===== config.mk =====
export PLATFORM = sky130hd
export DESIGN_NAME = accum_4b_rtl
export DESIGN_NICKNAME = d
export VERILOG_FILES = /design/src/rtl/accum_4b_rtl.sv
export SDC_FILE = /design/constraint.sdc
export NUM_CORES = 1
export LEC_CHECK = 0
export ABC_AREA = 1
export CAP_MARGIN = 25
export CORE_ASPECT_RATIO = 0.8
export CORE_UTILIZATION = 40
export CTS_BUF_LIST = sky130_fd_sc_hd__clkbuf_16
export CTS_CLUSTER_DIAMETER = 100
export DETAILED_ROUTE_END_ITERATION = 12
export PLACE_DENSITY = 0.79
export SYNTH_ARGS = -nofsm -noshare
export SYNTH_HDL_FRONTEND = slang
export SYNTH_SLANG_ARGS = --single-unit

===== constraint.sdc =====
create_clock -name clk -period 2.3 [get_ports clk]
set_clock_uncertainty 0.1 [all_clocks]
set_input_delay 0.46 -clock clk [delete_from_list [all_inputs] [get_ports clk]]
set_output_delay 0.46 -clock clk [all_outputs]
set_load 0.01 [all_outputs]

===== src/rtl/accum_4b_rtl.sv =====
// accum_4b_rtl: 4-bit streaming accumulator with a valid/ready handshake.
// A 2:1 mux feeds the accumulator register. It picks the raw operand for the
// first operand of a stream, and the adder output for every later operand.
// An operand counter saturates at 15. An overflow flag records any carry out
// of bit 3 during the stream.
//
// Handshake: a transfer happens on a rising edge where valid & ready are both
// high. in_rdy is a function of state and reset only. out_val is a function of
// state only. Neither depends on in_* or out_rdy in the same cycle.
module accum_4b_rtl (
  input  logic       clk,
  input  logic       reset,
  input  logic       in_val,
  output logic       in_rdy,
  input  logic [3:0] in_data,
  input  logic       in_last,
  output logic       out_val,
  input  logic       out_rdy,
  output logic [3:0] out_data,
  output logic       out_ovf,
  output logic [3:0] out_cnt,
  output logic [1:0] dbg_state
);

  typedef enum logic [1:0] {
    S_IDLE  = 2'd0,
    S_ACCUM = 2'd1,
    S_DONE  = 2'd2
  } state_t;

  state_t      r_state;
  state_t      w_state_nxt;
  logic [3:0]  r_acc;
  logic        r_ovf;
  logic [3:0]  r_cnt;

  logic        w_in_xfer;
  logic        w_out_xfer;
  logic        w_mux_sel;
  logic [4:0]  w_sum;
  logic [3:0]  w_mux;
  logic        w_load;
  logic [3:0]  w_acc_nxt;
  logic        w_ovf_nxt;
  logic [3:0]  w_cnt_nxt;

  assign in_rdy     = (r_state != S_DONE) & ~reset;
  assign out_val    = (r_state == S_DONE);
  assign out_data   = r_acc;
  assign out_ovf    = r_ovf;
  assign out_cnt    = r_cnt;
  assign dbg_state  = r_state;

  assign w_in_xfer  = in_val & in_rdy;
  assign w_out_xfer = out_val & out_rdy;

  // Datapath: the adder keeps the carry bit, and the mux picks operand or sum
  assign w_mux_sel  = (r_state == S_ACCUM);
  assign w_sum      = {1'b0, r_acc} + {1'b0, in_data};
  assign w_mux      = w_mux_sel ? w_sum[3:0] : in_data;

  // Next-state and register-update decode
  always_comb begin
    w_state_nxt = r_state;
    w_load      = 1'b0;
    w_acc_nxt   = r_acc;
    w_ovf_nxt   = r_ovf;
    w_cnt_nxt   = r_cnt;
    case (r_state)
      S_IDLE: begin
        if (w_in_xfer) begin
          w_load      = 1'b1;
          w_acc_nxt   = w_mux;
          w_ovf_nxt   = 1'b0;
          w_cnt_nxt   = 4'd1;
          w_state_nxt = in_last ? S_DONE : S_ACCUM;
        end
      end
      S_ACCUM: begin
        if (w_in_xfer) begin
          w_load      = 1'b1;
          w_acc_nxt   = w_mux;
          w_ovf_nxt   = r_ovf | w_sum[4];
          w_cnt_nxt   = (r_cnt == 4'd15) ? 4'd15 : r_cnt + 4'd1;
          w_state_nxt = in_last ? S_DONE : S_ACCUM;
        end
      end
      S_DONE: begin
        // The result stays in acc/ovf/cnt until the next first operand overwrites it
        if (w_out_xfer) begin
          w_state_nxt = S_IDLE;
        end
      end
      default: begin
        w_state_nxt = S_IDLE;
      end
    endcase
  end

  // State register
  always_ff @(posedge clk) begin
    if (reset) begin
      r_state <= S_IDLE;
    end else begin
      r_state <= w_state_nxt;
    end
  end

  // Accumulator, overflow flag and operand counter
  always_ff @(posedge clk) begin
    if (reset) begin
      r_acc <= 4'd0;
      r_ovf <= 1'b0;
      r_cnt <= 4'd0;
    end else if (w_load) begin
      r_acc <= w_acc_nxt;
      r_ovf <= w_ovf_nxt;
      r_cnt <= w_cnt_nxt;
    end
  end

endmodule

==> flow_metrics.env <==
export IMPL_r2r_cells=6
export IMPL_fmax_ghz=0.469
export IMPL_max_cap_viol_count=0
export IMPL_area_growth_pct=45.3
export IMPL_clkPwrFrac_pct=51.1
export IMPL_hold_path_startpoint="out_ovf$_SDFFE_PP0P_"
export IMPL_synth_cell_type_count=21
export IMPL_cts_buffer_depth=2
export IMPL_critPathArrivalTime_ns=1.57
export IMPL_yosysWarnings=0
export IMPL_start_util_pct=42.5
export IMPL_cts_tree="built"
export IMPL_sw_frac_of_total_pct=23.3
export IMPL_synth_edf_count=0
export IMPL_cts_buffers=3
export IMPL_drt_vias_per_instance=4.99
export IMPL_overflow=0
export IMPL_critPathRequiredTime_ns=1.74
export IMPL_synth_adder_area_share_pct=12.0
export IMPL_critPathLaunch="reset"
export IMPL_dieArea_um2=1900
export IMPL_worstPathBufferInverterCount=2
export IMPL_tns_ns=0
export IMPL_cp_start_kind="input port"
export IMPL_rr_startpoint="out_data[0]$_SDFFE_PP0P_"
export IMPL_yosys_area_share_simple_pct=33.7
export IMPL_r2r_end="out_data[2]$_SDFFE_PP0P_"
export IMPL_seqPwrFrac_pct=33.2
export IMPL_vias=718
export IMPL_antenna_left=0
export IMPL_grt_max_degree=10
export IMPL_rsz0062_at_grt="no"
export IMPL_cts_sinks=11
export IMPL_rows=13
export IMPL_cts_resized_gates=0
export IMPL_clkTransAtPathRegs_ns=0.04
export IMPL_io_pin_count=22
export IMPL_synth_ff_type="dfxtp_1"
export IMPL_dp_hpwl_um=1200
export IMPL_synthTopCellsByArea="dfxtp_1 (32%), nand2_1 (13%), ha_1 (9.1%), a21oi_1 (8.7%), nor2_1 (7.1%)"
export IMPL_power_uw=619
export IMPL_cp_max_fo=2
export IMPL_synth_xor_area_share_pct=1.27
export IMPL_antenna_found_initial=0
export IMPL_synthMuxAreaShare_pct=0
export IMPL_cts_hold_buf=0
export IMPL_drt_iter0_drc=31
export IMPL_max_stage_delay_ns=0.53
export IMPL_setup_violations_final=0
export IMPL_clk_latency_ns=0.24
export IMPL_crit_chain="clkdlybuf4s50_1 > nor2_1 > clkdlybuf4s50_1"
export IMPL_pwr_share_comb_pct=15.7
export IMPL_irDropWorstVdd_mv=0.565
export IMPL_insertedDiodeCount=0
export IMPL_drc=0
export IMPL_synthCells=97
export IMPL_fin_crit_sh_pct=92.7
export IMPL_grt_usage_pct=19.1
export IMPL_endpoint_kind="output port"
export IMPL_h_tree_depth=1
export IMPL_slew_headroom_pct=81.1
export IMPL_p_int_uw=475
export IMPL_ys_seq_elements=11
export IMPL_crit_slowest_cell="clkdlybuf4s50_1"
export IMPL_yosys_area_top_type_share_pct=31.9
export IMPL_path_class="input port to output port"
export IMPL_cts_setup_buffers=0
export IMPL_crit_cells=3
export IMPL_yosys_cell_count_top_type="nand2_1"
export IMPL_drive_gt1_share_pct=10.7
export IMPL_dieHeight_um=39.2
export IMPL_dieWidth_um=48.5
export IMPL_hold_violations=0
export IMPL_fin_crit_ns=2.13
export IMPL_reg2reg_slack_ns=0.71
export IMPL_drv_slew=0
export IMPL_worst_path_most_repeated_cell="clkdlybuf4s50_1"
export IMPL_setup_worst_path_end="in_rdy"
export IMPL_fin_nets=138
export IMPL_min_path_type="flop to flop"
export IMPL_drt_first_pass_iters=4
export IMPL_status="finished clean"
export IMPL_grt_pass1_wl_um=2500
export IMPL_worst_slew_pin_slew_ns=0.282
export IMPL_port_buffers=21
export IMPL_synthesis_nets=112
export IMPL_place_congestion=0.784
export IMPL_power_switching_uw=144
export IMPL_wl_um=1610
export IMPL_async_reset_ff_share_pct=0
export IMPL_seq_area_frac_synth_pct=31.9
export IMPL_powerDensity_nw_per_um2=617
export IMPL_wl_per_cell_um=11.2
export IMPL_yosysTopAreaCell="dfxtp_1"
export IMPL_cts_root_buf="clkbuf_16"
export IMPL_synth_top_family_by_area="simple AND/OR/NAND/NOR gates"
export IMPL_leakagePower_nw=0.453
export IMPL_core_area_um2=1630
export IMPL_syn_avg_cell_area_um2=7.12
export IMPL_path_delay_family="buffers and inverters"
export IMPL_synthTopCellsByCount="nand2_1 (24), nor2_1 (13), a21oi_1 (12), dfxtp_1 (11), inv_1 (8)"
export IMPL_syn_area_um2=691
export IMPL_synth_compound_area_share_pct=12.3
export IMPL_grt_pass1_vias=574
==> power by group through the flow <==
stage          Combinational [mW]  Sequential [mW]  Clock (mW)
3_5_place_dp               0.0966            0.209           0
6_report                   0.0969            0.206       0.317
5_1_grt                     0.108            0.207       0.331
2_1_floorplan              0.0502            0.211           0
3_3_place_gp               0.0941            0.209           0
4_1_cts                    0.0972            0.206       0.322
==> worst register-to-register path: stages, from the launching register on <==
cell,delay [ns]
dfxtp_1,0.32
ha_1,0.22
fa_1,0.41
xor2_1,0.16
nand2_1,0.07
nand2_1,0.05
o21a_1,0.16
==> placed cells by master (no fill, tap or decap) <==
cell and count:
nand4_1 1, a21oi_1 12, nor2_1 13, xor2_1 1
o21bai_1 1, ha_1 5, nor3_1 1, fa_1 1
inv_2 3, inv_1 9, inv_6 1, o21a_1 1
nand2_1 24, dfxtp_1 11, o21ai_0 2, nand4_2 1
clkdlybuf4s50_1 21, nand4_4 1, nand3_1 6, nand2_2 2
buf_4 1, nor2_2 1, clkbuf_16 3
==> per-stage QoR <==
stage                     setup slack [ns]  util (%)  std cells  hold WS [ns]  area, µm²
after floorplan                      0.647         -         97         0.402        691
after CTS                            0.163      61.7        144         0.387       1000
after global placement               0.161      56.8        140         0.377        925
after global routing                0.0869      61.7        144         0.399       1000
final                                0.169      61.7        144         0.383       1000
after detailed placement             0.117      56.8        140         0.380        925
==> per-layer routing <==
layer / vias to the layer above / global-route usage, % / routed length, µm / part of all wire [%]
met3: 2 / 7.45 / 150 / 9.3
met4: 0 / 8.82 / 10 / 0.62
met1: 311 / 23.8 / 753 / 47
li1: 370 / - / - / -
met2: 35 / 29.2 / 699 / 43
met5: - / 0 / 0 / 0
==> cells by family (layout without fill, tap and decap cells) <==
group                    after synthesis  after routing
AND/OR/NAND/NOR                       50             50
AO/OA/AOI/OAI                         16             16
buffers and inverters                 13             38
flip-flops                            11             11
adder cells (fa/ha/maj)                6              6
XOR/XNOR                               1              1
==> layout make-up <==
class	instances	area, µm²
multi-input cells	73	409
clock inverters	1	3.75
fillers	152	623
well taps	22	27.5
repair buffers	22	218
flip-flops and latches	11	220
inverters	12	50.0
clock buffers	3	75.1
==> sequential cells by signal, indices dropped and copies added, names as in the netlist <==
signal / flops
dbg_state: 2
out_data: 4
out_cnt: 4
out_ovf: 1
==> worst min path at each step <==
stage,endpoint,slack [ns],depth (start not counted)
after floorplan,out_ovf$_SDFFE_PP0P_,0.40,2
after global placement,out_data[0]$_SDFFE_PP0P_,0.38,2
after detailed placement,out_data[0]$_SDFFE_PP0P_,0.38,2
after CTS,out_data[0]$_SDFFE_PP0P_,0.39,2
after global routing,out_ovf$_SDFFE_PP0P_,0.40,2
final,out_ovf$_SDFFE_PP0P_,0.38,2
Note: power is estimated with default switching activity, not from simulation.
